==> src/rtl/cdb_rr_arbiter_if.sv <==
// Bundle between functional-unit output stages and the common data bus.
//   fu_valid / fu_result      : per-FU completed result (FU side drives)
//   fu_ready                  : per-FU same-cycle grant (arbiter drives)
//   cdb_valid/cdb_rs_id/cdb_result : per-lane registered broadcast
//   retiring_stations         : mask of FUs broadcast this cycle
// master = functional-unit / producer side, slave = arbiter side.
interface cdb_rr_arbiter_if #(
   parameter int unsigned DATA_WIDTH = 64,
   parameter int unsigned FU_COUNT   = 5,
   parameter int unsigned CDB_PORTS  = 2,
   parameter int unsigned TAG_WIDTH  = $clog2(FU_COUNT)
);
   logic [FU_COUNT-1:0]   fu_valid;
   logic [DATA_WIDTH-1:0] fu_result [FU_COUNT];
   logic [FU_COUNT-1:0]   fu_ready;
   logic [CDB_PORTS-1:0]  cdb_valid;
   logic [TAG_WIDTH-1:0]  cdb_rs_id [CDB_PORTS];
   logic [DATA_WIDTH-1:0] cdb_result [CDB_PORTS];
   logic [FU_COUNT-1:0]   retiring_stations;

   modport master (
      output fu_valid, fu_result,
      input  fu_ready, cdb_valid, cdb_rs_id, cdb_result, retiring_stations
   );

   modport slave (
      input  fu_valid, fu_result,
      output fu_ready, cdb_valid, cdb_rs_id, cdb_result, retiring_stations
   );
endinterface

==> src/rtl/cdb_rr_arbiter.sv <==
// Round-robin multi-lane common-data-bus arbiter.
// Each cycle grants up to CDB_PORTS valid FUs, scanning from rr_ptr with
// modulo-FU_COUNT wrap; the n-th grant in scan order lands on lane n one
// cycle later. fu_ready is the combinational grant (0 under rst or flush).
// Ports:
//   clk   : clock, rising edge
//   rst   : asynchronous active-high reset
//   flush : synchronous squash of grants and next-cycle broadcast
//   bus   : cdb_rr_arbiter_if.slave (FU requests in, grants and CDB out)
module cdb_rr_arbiter #(
   parameter int unsigned DATA_WIDTH = 64,
   parameter int unsigned FU_COUNT   = 5,
   parameter int unsigned CDB_PORTS  = 2,
   parameter int unsigned TAG_WIDTH  = $clog2(FU_COUNT)
) (
   input  logic           clk,
   input  logic           rst,
   input  logic           flush,
   cdb_rr_arbiter_if.slave bus
);
   localparam int unsigned CNT_W = $clog2(CDB_PORTS + 1);

   logic [TAG_WIDTH-1:0]  rr_ptr;
   logic [TAG_WIDTH-1:0]  next_ptr;
   logic [TAG_WIDTH-1:0]  last_idx;
   logic [TAG_WIDTH-1:0]  idx;
   logic [FU_COUNT-1:0]   grant;
   logic [CNT_W-1:0]      g_cnt;
   logic [CDB_PORTS-1:0]  lane_vld;
   logic [TAG_WIDTH-1:0]  lane_id  [CDB_PORTS];
   logic [DATA_WIDTH-1:0] lane_res [CDB_PORTS];
   int unsigned           pos;

   // Grant selection: rotate from rr_ptr, take the first CDB_PORTS requesters.
   always_comb begin
      grant    = '0;
      g_cnt    = '0;
      lane_vld = '0;
      last_idx = rr_ptr;
      idx      = '0;
      pos      = 0;
      for (int unsigned k = 0; k < CDB_PORTS; k++) begin
         lane_id[k] = '0;
      end
      for (int unsigned j = 0; j < FU_COUNT; j++) begin
         // rr_ptr + j < 2*FU_COUNT, so one subtract keeps the index in range.
         pos = 32'(rr_ptr) + j;
         if (pos >= FU_COUNT) begin
            pos = pos - FU_COUNT;
         end
         idx = TAG_WIDTH'(pos);
         if (bus.fu_valid[idx] && (32'(g_cnt) < CDB_PORTS)) begin
            grant[idx] = 1'b1;
            for (int unsigned k = 0; k < CDB_PORTS; k++) begin
               if (32'(g_cnt) == k) begin
                  lane_vld[k] = 1'b1;
                  lane_id[k]  = idx;
               end
            end
            g_cnt    = CNT_W'(g_cnt + 1'b1);
            last_idx = idx;
         end
      end
   end

   // Pointer moves just past the last granted FU, wrapping at FU_COUNT.
   always_comb begin
      next_ptr = '0;
      if (last_idx != TAG_WIDTH'(FU_COUNT - 1)) begin
         next_ptr = TAG_WIDTH'(last_idx + 1'b1);
      end
   end

   // Lane payload mux; unused lanes carry zero rather than stale data.
   always_comb begin
      for (int unsigned k = 0; k < CDB_PORTS; k++) begin
         lane_res[k] = '0;
         if (lane_vld[k]) begin
            lane_res[k] = bus.fu_result[lane_id[k]];
         end
      end
   end

   assign bus.fu_ready = (rst || flush) ? '0 : grant;

   // Broadcast registers and round-robin pointer.
   always_ff @(posedge clk or posedge rst) begin
      if (rst) begin
         rr_ptr                <= '0;
         bus.cdb_valid         <= '0;
         bus.retiring_stations <= '0;
         for (int unsigned k = 0; k < CDB_PORTS; k++) begin
            bus.cdb_rs_id[k]  <= '0;
            bus.cdb_result[k] <= '0;
         end
      end else if (flush) begin
         bus.cdb_valid         <= '0;
         bus.retiring_stations <= '0;
         for (int unsigned k = 0; k < CDB_PORTS; k++) begin
            bus.cdb_rs_id[k]  <= '0;
            bus.cdb_result[k] <= '0;
         end
      end else begin
         bus.cdb_valid         <= lane_vld;
         bus.retiring_stations <= grant;
         for (int unsigned k = 0; k < CDB_PORTS; k++) begin
            bus.cdb_rs_id[k]  <= lane_id[k];
            bus.cdb_result[k] <= lane_res[k];
         end
         if (g_cnt != '0) begin
            rr_ptr <= next_ptr;
         end
      end
   end
endmodule

==> src/flat_wrapper.sv <==
// flat-port wrapper written by rule: the top's interface ports become plain ports
module cdb_rr_arbiter_flat 
#(
   parameter int unsigned DATA_WIDTH = 64,
   parameter int unsigned FU_COUNT   = 5,
   parameter int unsigned CDB_PORTS  = 2,
   parameter int unsigned TAG_WIDTH  = $clog2(FU_COUNT)
)
  (clk, rst, flush, bus_fu_valid, bus_fu_result, bus_fu_ready, bus_cdb_valid, bus_cdb_rs_id, bus_cdb_result, bus_retiring_stations);
  cdb_rr_arbiter_if #(.DATA_WIDTH(DATA_WIDTH), .FU_COUNT(FU_COUNT), .CDB_PORTS(CDB_PORTS), .TAG_WIDTH(TAG_WIDTH)) bus_i ();
  input  logic clk;
  input  logic rst;
  input  logic flush;
  input wire logic [$bits(bus_i.fu_valid)-1:0] bus_fu_valid;
  input wire logic [$bits(bus_i.fu_result)-1:0] bus_fu_result;
  output wire logic [$bits(bus_i.fu_ready)-1:0] bus_fu_ready;
  output wire logic [$bits(bus_i.cdb_valid)-1:0] bus_cdb_valid;
  output wire logic [$bits(bus_i.cdb_rs_id)-1:0] bus_cdb_rs_id;
  output wire logic [$bits(bus_i.cdb_result)-1:0] bus_cdb_result;
  output wire logic [$bits(bus_i.retiring_stations)-1:0] bus_retiring_stations;
  assign bus_i.fu_valid = bus_fu_valid;
  assign bus_i.fu_result = {>>{bus_fu_result}};
  assign bus_fu_ready = bus_i.fu_ready;
  assign bus_cdb_valid = bus_i.cdb_valid;
  assign bus_cdb_rs_id = {>>{bus_i.cdb_rs_id}};
  assign bus_cdb_result = {>>{bus_i.cdb_result}};
  assign bus_retiring_stations = bus_i.retiring_stations;
  cdb_rr_arbiter #(.DATA_WIDTH(DATA_WIDTH), .FU_COUNT(FU_COUNT), .CDB_PORTS(CDB_PORTS), .TAG_WIDTH(TAG_WIDTH)) u_core (.clk(clk), .rst(rst), .flush(flush), .bus(bus_i));
endmodule
==> config.mk <==
export PLATFORM = sky130hd
export DESIGN_NAME = cdb_rr_arbiter_flat
export DESIGN_NICKNAME = d
export VERILOG_FILES = /design/src/rtl/cdb_rr_arbiter_if.sv /design/src/rtl/cdb_rr_arbiter.sv /design/src/flat_wrapper.sv
export SDC_FILE = /design/constraint.sdc
export NUM_CORES = 1
export LEC_CHECK = 0
export CAP_MARGIN = 25
export CORE_AREA = 4 4 181 183
export DETAILED_ROUTE_END_ITERATION = 12
export DIE_AREA = 0 0 185 187
export DONT_BUFFER_PORTS = 1
export PLACE_DENSITY = 0.64
export RECOVER_POWER = 50
export SLEW_MARGIN = 30
export SYNTH_ARGS = -nofsm -noshare
export SYNTH_HDL_FRONTEND = slang
export SYNTH_SLANG_ARGS = --single-unit
==> constraint.sdc <==
create_clock -name clk -period 10.7 [get_ports clk]
set_clock_uncertainty 0.1 [all_clocks]
set_input_delay 0.535 -clock clk [delete_from_list [all_inputs] [get_ports clk]]
set_output_delay 0.535 -clock clk [all_outputs]
set_load 0.005 [all_outputs]
Word-level counts from Yosys, hierarchy flattened
Cells that the tools add are included.
{ "word_totals": {"regBits": 144, "inputBits": 328, "out_inout_bits": 146} }
{ "classes": {"n_addsub": 14, "n_lt_le_gt_ge": 21, "n_eq_ne": 5, "muxes": 80, "bitwise": 7, "reduce_logical": 16} }
{ "op_table": {"columns": ["operator", "count"], "rows": [
  ["64-bit binary-select mux with 3-bit select", 2],
  ["64-bit two-way mux", 6],
  ["128-bit two-way mux", 1],
  ["3-bit two-way mux", 20],
  ["5-bit two-way mux", 7],
  ["6-bit two-way mux", 5],
  ["3-bit by 4-bit less-than comparator with 1-bit output (second input constant)", 5],
  ["1-bit two-way mux", 20],
  ["5-bit bitwise OR", 4],
  ["2-bit two-way mux", 9],
  ["4-bit by 3-bit greater-or-equal comparator with 1-bit output (second input constant)", 4],
  ["1-bit binary-select mux with 3-bit select", 5],
  ["1-bit demux with 3-bit select", 5],
  ["3-bit by 1-bit greater-or-equal comparator with 1-bit output (second input constant)", 5],
  ["3-bit subtractor (second input constant)", 5],
  ["1-bit logical AND", 9],
  ["3-bit by 2-bit adder with 4-bit output (second input constant)", 2],
  ["4-bit greater-or-equal comparator (second input constant)", 2],
  ["2-bit zero test", 4],
  ["3-bit NOT with 4-bit output", 2],
  ["2-bit by 1-bit adder with 2-bit output (second input constant)", 3],
  ["2-bit by 1-bit == test with 1-bit output (second input constant)", 3],
  ["2-bit less-than comparator (second input constant)", 3],
  ["3-bit by 1-bit adder with 4-bit output (second input constant)", 1],
  ["11 further kinds", 11]
]} }

Longest topological paths before layout
Gate-level depths: netlist (run 1).
{ "depth": {"depth_word": 23, "ltp_mapped": 26} }

Least setup slack after synthesis (run 1)
Ideal clock, no wire load.
{ "synth_timing": {"path_type": "register to register", "from": "register u_core.rr_ptr[1]", "to": "register u_core.bus.cdb_result[10]", "setup_ns": 0.142, "arrival_time_ns": 5.534, "t_required_ns": 10.458, "slack_ns": 4.924, "path_stages_with_launch": 24, "path_buffers": 4, "synth_period_minus_slack_ns": 5.776, "path_cell_list": "dfrtp_1 -> inv_1 -> ha_1 -> a21oi_4 -> mux2i_1 -> mux4_2 -> a21oi_4 -> inv_2 -> ha_1 -> inv_1 -> and2_1 -> clkbuf_1 -> xor2_1 -> ha_1 -> a21oi_1 -> a211oi_1 -> ha_1 -> nor4bb_1 -> buf_2 -> mux2i_1 -> or2_1 -> clkbuf_1 -> clkbuf_1 -> o221ai_1"} }
{ "synth_between": {"elab_chain_cells": 23, "elab_cells_between_ends": 70, "classes_between": "12 x add/sub; 9 x order compare; 4 x eq/ne; 40 x mux; 1 x bitwise; 4 x reduce/logical"} }
{ "synth_rtl": {"columns": ["item", "line_no", "source"], "rows": [
  ["start: declaration", "cdb_rr_arbiter.sv:23", "logic [TAG_WIDTH-1:0] rr_ptr;"],
  ["start signal: assignment", "cdb_rr_arbiter.sv:111", "rr_ptr <= next_ptr;"],
  ["3-bit subtractor or 3-bit greater-or-equal comparator (tied branches)", "cdb_rr_arbiter.sv:49, cdb_rr_arbiter.sv:48", null],
  ["3-bit two-way mux", "cdb_rr_arbiter.sv:48", "if (pos >= FU_COUNT) begin"],
  ["1-bit binary-select mux with 3-bit select", "cdb_rr_arbiter.sv:52", "if (bus.fu_valid[idx] && (32'(g_cnt) < CDB_PORTS)) begin"],
  ["1-bit two-way mux (not written as such)", "cdb_rr_arbiter.sv:52", null],
  ["1-bit two-way mux", "cdb_rr_arbiter.sv:52", null],
  ["1-bit by 2-bit less-than comparator with 1-bit output", "cdb_rr_arbiter.sv:52", null],
  ["1-bit logical AND", "cdb_rr_arbiter.sv:52", null],
  ["2-bit two-way mux", "cdb_rr_arbiter.sv:52", null],
  ["(+6 left out)", null, null],
  ["2-bit less-than comparator or 2-bit by 1-bit == test with 1-bit output (tied branches)", "cdb_rr_arbiter.sv:52, cdb_rr_arbiter.sv:55", null],
  ["1-bit logical AND or 3-bit two-way mux (tied branches)", "cdb_rr_arbiter.sv:52, cdb_rr_arbiter.sv:55", null],
  ["6-bit two-way mux", "cdb_rr_arbiter.sv:52", null],
  ["3-bit NOT with 4-bit output (not written as such)", "cdb_rr_arbiter.sv:79", "lane_res[k] = bus.fu_result[lane_id[k]];"],
  ["64-bit binary-select mux with 3-bit select", "cdb_rr_arbiter.sv:79", null],
  ["64-bit two-way mux (not written as such) (2 in series)", "cdb_rr_arbiter.sv:79", null],
  ["64-bit two-way mux (*)", "cdb_rr_arbiter.sv:78", "if (lane_vld[k]) begin"],
  ["128-bit two-way mux (*)", "cdb_rr_arbiter.sv:96", "end else if (flush) begin"],
  ["end signal: indexed assignment", "cdb_rr_arbiter.sv:108", "bus.cdb_result[k] <= lane_res[k];"],
  ["end: declaration", "cdb_rr_arbiter_if.sv:28", "output fu_ready, cdb_valid, cdb_rs_id, cdb_result, retiring_stations"]
]} }
Mark *: on every way between the ends. The rest lies on a longest branch, timed or not. The select of a mux whose other input is x is not followed.
A chain may end at the register's enable or synchronous reset.

Worst setup path in the final report (run 1)
{ "layout_timing": {"from": "register u_core.rr_ptr[2]", "to": "register u_core.bus.cdb_result[67]"} }
{ "layout_between": {"elab_chain_cells": 23, "elab_cells_between_ends": 72, "classes_between": "12 x add/sub; 9 x order compare; 42 x mux; 1 x bitwise; 8 x reduce/logical"} }
{ "layout_rtl": {"columns": ["item", "line_no"], "rows": [
  ["3-bit subtractor or 3-bit greater-or-equal comparator (tied branches)", "cdb_rr_arbiter.sv:49, cdb_rr_arbiter.sv:48"],
  ["3-bit two-way mux", "cdb_rr_arbiter.sv:48"],
  ["1-bit binary-select mux with 3-bit select", "cdb_rr_arbiter.sv:52"],
  ["1-bit two-way mux (not written as such)", "cdb_rr_arbiter.sv:52"],
  ["1-bit two-way mux", "cdb_rr_arbiter.sv:52"],
  ["1-bit by 2-bit less-than comparator with 1-bit output", "cdb_rr_arbiter.sv:52"],
  ["1-bit logical AND", "cdb_rr_arbiter.sv:52"],
  ["2-bit two-way mux", "cdb_rr_arbiter.sv:52"],
  ["(+6 left out)", null],
  ["2-bit less-than comparator or 2-bit zero test (tied branches)", "cdb_rr_arbiter.sv:52, cdb_rr_arbiter.sv:55"],
  ["1-bit logical AND or 3-bit two-way mux (tied branches)", "cdb_rr_arbiter.sv:52, cdb_rr_arbiter.sv:55"],
  ["6-bit two-way mux", "cdb_rr_arbiter.sv:52"],
  ["3-bit NOT with 4-bit output (not written as such)", "cdb_rr_arbiter.sv:79"],
  ["64-bit binary-select mux with 3-bit select", "cdb_rr_arbiter.sv:79"],
  ["64-bit two-way mux (not written as such) (2 in series)", "cdb_rr_arbiter.sv:79"],
  ["64-bit two-way mux (*)", "cdb_rr_arbiter.sv:78"],
  ["128-bit two-way mux (*)", "cdb_rr_arbiter.sv:96"]
]} }
Marked as above.

==> run metrics, run 1 <==
P&R area growth vs syn=5.76%; Most Used Layer, Global Route=met2; Die W=185 µm; synthesized cell area=~14000 µm²; Synth Area in Compound Gates=33.0%; RD Place Congestion=0.964; # port buffers=0; dpl hpwl=~38 mm; initial core utilization=43.7%; Post-DP Area=about 14000 µm²; Commonest cells post-synth=nand2_1 (349), mux2i_1 (149), a21oi_1 (147); Final setup viols=0; met2 Track Usage GR=49.8%; GRT Util Overall=31.4%; WP data required=approximately 11 ns; clock transition at the registers of the reported paths=0.07 ns; ys async rst share=100%; final hold viol count=0; WHS Path Cells=1; setup TNS=0 ns; mux contribution to synthesized area=roughly 12%; Setup crit start kind=flop; Die Y=187 µm; # resized after CTS=0; placed cell count=1852; final cell count without fillers=1885; Distinct cells, synth=74; Critical Path End Type=flop; number of iterations in the first detailed-routing pass=8; total gr overflow=0; WS Path Type=reg -> reg; Via Count=between 10000 and 15000; Achievable Freq=126 MHz; Mapped Cells=1583; Final Cell Area=14400 µm²; Synth Area in Simple Gates=between 10% and 20%; Synth Area in Adders=1.52%; drt wl/cell=29.8 µm; final hold slack=0.0521 ns; largest family of logic cells by synthesized area=compound AO/OA/AOI/OAI gates; number of global-route vias before repair=approximately 14000; Core Rows=65; DR vias/cell=7.26; Crit Path Max Fanout=78; post-synth top area share=26.4%; CTS Buf Count=17; die area=34600 µm²; initial antenna violation count=0; IO Count=474; RSZ-0062 raised after global routing=false; Max-cap violations=1; Yosys Warn Count=0; final period utilization=74.4%; clk sink count=144; post-synthesis xor/xnor area fraction=0.577%; hold_buf cts=1; Post-synth EDFFs=0; worst-skew pair later-pin latency=0.45 ns; final-stage net count=1814; failing checks=max-capacitance violations, max-slew violations; root buf cell=clkbuf_16; DR iter-0 viols=1396; Worst Tran Pin Value=about 3.8 ns; CTS tree=done; post-route ant nets=0; first-pass GRT wire length=86.1 mm; Clock Tree Buf Depth=2; Core ar.=31200 µm²; Slew Limit Headroom=-151%; H-tree depth=4; n_diodes=0; drt drc=0; Seq/Total Area, Yosys=between 20% and 30%; run status=complete, but fails checks; Post-CTS Setup Bufs=0; routing usage on met1=38.5%; worst path arrival time=a little over 8 ns; Avg Synthesized Cell Area=about 8.6 µm²; Synth Flop Type=dfrtp_1; FF+latch count, synth=144; layout cells sized above 1=17.0%; cell with the most instances after synthesis=nand2_1; Syn Nets=1927; largest cells by area after synthesis=dfrtp_1 (26%), a221oi_2 (11%), mux2i_1 (11%); largest net degree at the start of global routing=89; minimum clock period=7.96 ns; largest area contributor in the netlist=dfrtp_1; FF-to-FF path depth=19; Slew Viols, Final=85; hold crit path type=in -> reg; met3 Resource Use GR=11.2%; DRT Wirelength=56.2 mm
## kinds of logic (layout without fill, tap and decap cells)
group	after synthesis	after routing
adders and majority gates	16	16
DFF	144	144
and+or+nand+nor	581	581
buffers and inverters	190	90
muxes	160	160
xor gates and xnor gates	9	9
AOI/OAI and AO/OA	483	483
## cell type report
cell class / instances / area, µm²
clock inverter: 12 / 184
tap: 402 / 503
clock buffer: 20 / 447
fill: 2956 / 16800
multi-input combinational: 1249 / 9270
sequential: 144 / 3600
timing repair buffer: 38 / 352
inverter: 20 / 76.3
## path summary, 6_finish.rpt
kind	startpoint	to	slack, ns
worst max-delay path	u_core.rr_ptr[2]$_DFFE_PP0P_	u_core.bus.cdb_result[67]$_DFF_PP0_	2.74
worst min-delay path	flush	u_core.bus.retiring_stations[4]$_DFF_PP0_	0.05
worst min register to register	u_core.rr_ptr[1]$_DFFE_PP0P_	u_core.rr_ptr[1]$_DFFE_PP0P_	0.73
max in group asynchronous	rst	u_core.bus.cdb_result[26]$_DFF_PP0_	7.12
worst max register to register	u_core.rr_ptr[2]$_DFFE_PP0P_	u_core.bus.cdb_result[67]$_DFF_PP0_	2.74
min in group asynchronous	rst	u_core.bus.retiring_stations[1]$_DFF_PP0_	1.54
## stage by stage
step                util (%)  worst slack [ns]
floorplan                  -              4.92
global placement        43.9              3.00
detailed placement      44.2              2.86
CTS                     46.2              2.85
global route            46.2              2.25
finish                  46.2              2.74
## placed cells by master (no fill, tap or decap), types with 12 or more instances in the layout
master / count
nand2_1: 348
a2111oi_0: 19
o21ai_0: 12
clkbuf_16: 17
a2111oi_2: 45
nand4_1: 72
ha_1: 15
nor2_1: 27
inv_1: 16
nor3_1: 12
and3_1: 72
mux2i_1: 149
a221oi_2: 100
o221ai_1: 64
dfrtp_1: 144
a221oi_1: 31
buf_4: 32
a21oi_1: 145
## worst max-delay path: stages (launching register included)
cell and delay (ns):
dfrtp_1 0.81, ha_1 0.64, a21oi_4 0.06, mux2i_1 0.48
mux4_2 0.65, a21oi_4 0.37, inv_2 0.16, ha_1 0.31
inv_1 0.17, and2_1 0.30, xor2_1 0.22, ha_1 0.27
and2b_1 0.29, nor3b_4 0.12, nand3_4 0.36, buf_4 0.69
and2_4 0.65, buf_4 0.46, a221oi_1 0.18, a221oi_2 0.47
## layer usage
layer | wire length, µm | up-vias
li1 | - | 5875
met1 | 20200 | 6656
met2 | 26200 | 960
met3 | 7100 | 193
met4 | 2650 | 0
met5 | 0 | -
## flip-flops by register name, indices dropped and copies added (netlist names)
signal                        count
u_core.bus.cdb_result           128
u_core.bus.cdb_rs_id              6
u_core.bus.retiring_stations      5
u_core.rr_ptr                     3
u_core.bus.cdb_valid              2
Power of run 1 is not shown: default switching activity piles up to over one toggle a cycle in this logic, so the estimate is an artifact.
==> run 2: changes to the inputs <==
--- a/config.mk
+++ b/config.mk
@@ -5,10 +5,11 @@
 export SDC_FILE = /design/constraint.sdc
 export NUM_CORES = 1
 export LEC_CHECK = 0
+export ABC_AREA = 1
 export CAP_MARGIN = 25
-export CORE_AREA = 4 4 181 183
+export CORE_AREA = 4 4 184 186
 export DETAILED_ROUTE_END_ITERATION = 12
-export DIE_AREA = 0 0 185 187
+export DIE_AREA = 0 0 188 190
 export DONT_BUFFER_PORTS = 1
 export PLACE_DENSITY = 0.64
 export RECOVER_POWER = 50
==> constraint.sdc (replaced) <==
create_clock -name clk -period 7.3 [get_ports clk]
set_clock_uncertainty 0.1 [all_clocks]
set_input_delay 0.365 -clock clk [delete_from_list [all_inputs] [get_ports clk]]
set_output_delay 0.365 -clock clk [all_outputs]
set_load 0.005 [all_outputs]
==> run 2 against run 1 <==
Compared with the run above: the run still ends with max-capacitance violations, max-slew violations left; setup slack got worse by 1.3 ns; design area fell by 2.9%; first-iteration DRC count rose by 40%; area after synthesis fell by 2.2%; critical path type unchanged; critical endpoint is now u_core.bus.cdb_result[63]$_DFF_PP0_.
==> run metrics, run 2 <==
DRT Wirelength=62.2 mm; Post-synth EDFFs=0; hold_buf cts=2; final period utilization=roughly 80%; Final setup viols=0; Crit Path Max Fanout=54; WP buf/inv=5; failing checks=max-capacitance violations, max-slew violations; # resized after CTS=0; cell with the most instances after synthesis=nand3_1; top flop regs=u_core.bus.cdb_result: 128 flops, u_core.bus.cdb_rs_id: 6 flops, u_core.bus.retiring_stations: 5 flops; Setup crit start kind=flop; initial core utilization=41.4%; placed cell count=2441; worst-skew pair later-pin latency=0.41 ns; dpl hpwl=40.9 mm; Seq/Total Area, Yosys=a little over a quarter; Achievable Freq=~170 MHz; Via Count=approximately 16000; Core ar.=32300 µm²; largest area contributor in the netlist=dfrtp_1; crit path from=u_core.rr_ptr[1]$_DFFE_PP0P_; worst path arrival time=6.05 ns; commonest non-fill, non-tap cell in the layout=nand3_1; Slew Viols, Final=92; clk sink count=144; Post-CTS Setup Bufs=0; CP max-delay cell=buf_4; Slew Limit Headroom=-70.5%; DR iter-0 viols=approximately 2000; drt wl/cell=25.1 µm; Core Rows=66; hold crit path type=in -> reg; Yosys Warn Count=0; Distinct cells, synth=46; Mapped Cells=2159; layout cells sized above 1=~6.9%; post-route ant nets=0; largest net degree at the start of global routing=approximately 190; GRT Util Overall=33.2%; HP Start=bus_fu_result[16]; root buf cell=clkbuf_16; post-synth top area share=27.0%; max FFs per register=128; synthesized cell area=between 10000 and 15000 µm²; R2R Setup Slk=1.49 ns; final cell count without fillers=2475; Synth Flop Type=dfrtp_1; number of iterations in the first detailed-routing pass=8; RSZ-0062 raised after global routing=false; Clock Tree Buf Depth=2; # port buffers=0; setup TNS=0 ns; P&R area growth vs syn=4.96%; DR vias/cell=about 6.4; number of global-route vias before repair=14900; Avg Synthesized Cell Area=6.19 µm²; critical path's largest stage delay=0.57 ns; H-tree depth=4; die area=35700 µm²; ys async rst share=100%; WS Path Type=reg -> reg; Max-cap violations=2; largest cells by area after synthesis=dfrtp_1 (27%), nand3_1 (25%), nand2_1 (19%); CTS tree=done; fin util=around 43%; n_diodes=0; Syn Nets=roughly 2500; Critical R2R Launch=u_core.rr_ptr[1]$_DFFE_PP0P_; Critical Path End Type=flop; total gr overflow=0; FF+latch count, synth=approximately 140; Reg with most FFs=u_core.bus.cdb_result; drt drc=0; Worst Tran Pin Value=2.54 ns; WP data required=7.54 ns; final hold viol count=0; commonest non-fill, non-tap cells in the layout=nand3_1 (679), nand2_1 (654), dfrtp_1 (144), a21oi_1 (125), o21ai_0 (80); minimum clock period=5.81 ns; Commonest cells post-synth=nand3_1 (679), nand2_1 (660), buf_2 (156); Crit path max-delay family=simple AND/OR/NAND/NOR gates; Die Y=190 µm; first-pass GRT wire length=roughly 94 mm; Post-DP Area=13400 µm²; final-stage net count=2364; RD Place Congestion=between 0.9 and 1; clock transition at the registers of the reported paths=0.07 ns; Die W=188 µm; CTS Buf Count=17; initial antenna violation count=0; run status=complete, but fails checks; Final Cell Area=14000 µm²; IO Count=between 400 and 500
[run 2: per-stage QoR]
| step | setup WS (ns) | hold slack, ns |
|---|---|---|
| after floorplan | 2.66 | 0.328 |
| after global placement | 1.54 | 0.217 |
| after detailed placement | 1.57 | 0.213 |
| after CTS | 1.53 | 0.0483 |
| after global routing | 1.02 | 0.0649 |
| final | 1.49 | 0.0686 |
[run 2: cells by family (layout without fill, tap and decap cells)]
kind of cell / Yosys count / after routing / synth area share [%]
simple gates: 1433 / 1433 / 48.4
compound gates: 311 / 311 / 13.8
buf+inv: 252 / 126 / 9.08
flops: 144 / 144 / 27.0
fa+ha+maj: 16 / 16 / 1.56
xor+xnor: 3 / 3 / 0.197
[run 2: cell type report]
class                   instances  area, µm²
clock inverters                11        109
well taps                     442        553
clock buffers                  21        450
multi-input cells            1763       8660
repair buffers                 38        427
inverters                      56        213
fillers                      3435      18300
flip-flops and latches        144       3600
[run 2: worst paths after layout]
kind | end | cells after the start
setup / recovery | u_core.bus.cdb_result[63]$_DFF_PP0_ | 25
hold / removal | u_core.bus.cdb_result[16]$_DFF_PP0_ | 4
setup reg to reg | u_core.bus.cdb_result[63]$_DFF_PP0_ | 25
hold reg to reg | u_core.rr_ptr[0]$_DFFE_PP0P_ | 3
max in group asynchronous | u_core.bus.cdb_result[126]$_DFF_PP0_ | 3
min in group asynchronous | u_core.bus.cdb_result[91]$_DFF_PP0_ | 2
[run 2: worst register-to-register path, delay by kind of cell, from the launching register on]
family,cells,cell delay (ns)
AO/OA/AOI/OAI,3,0.54
adder cells (fa/ha/maj),5,1.52
buffers and inverters,5,1.16
flip-flops,1,0.54
AND/OR/NAND/NOR,12,1.86
[run 2: layer usage]
layer / track usage [%] / vias to the layer above / part of all wire [%] / wire length [µm]
li1: - / 7040 / - / -
met5: 0 / - / 0 / 0
met2: 53.7 / 1225 / 46 / 28400
met3: 11.4 / 236 / 13 / 8260
met1: 39.4 / 7269 / 35 / 22000
met4: 17.1 / 0 / 5.6 / 3480
Power of run 2 is left out for the same reason.
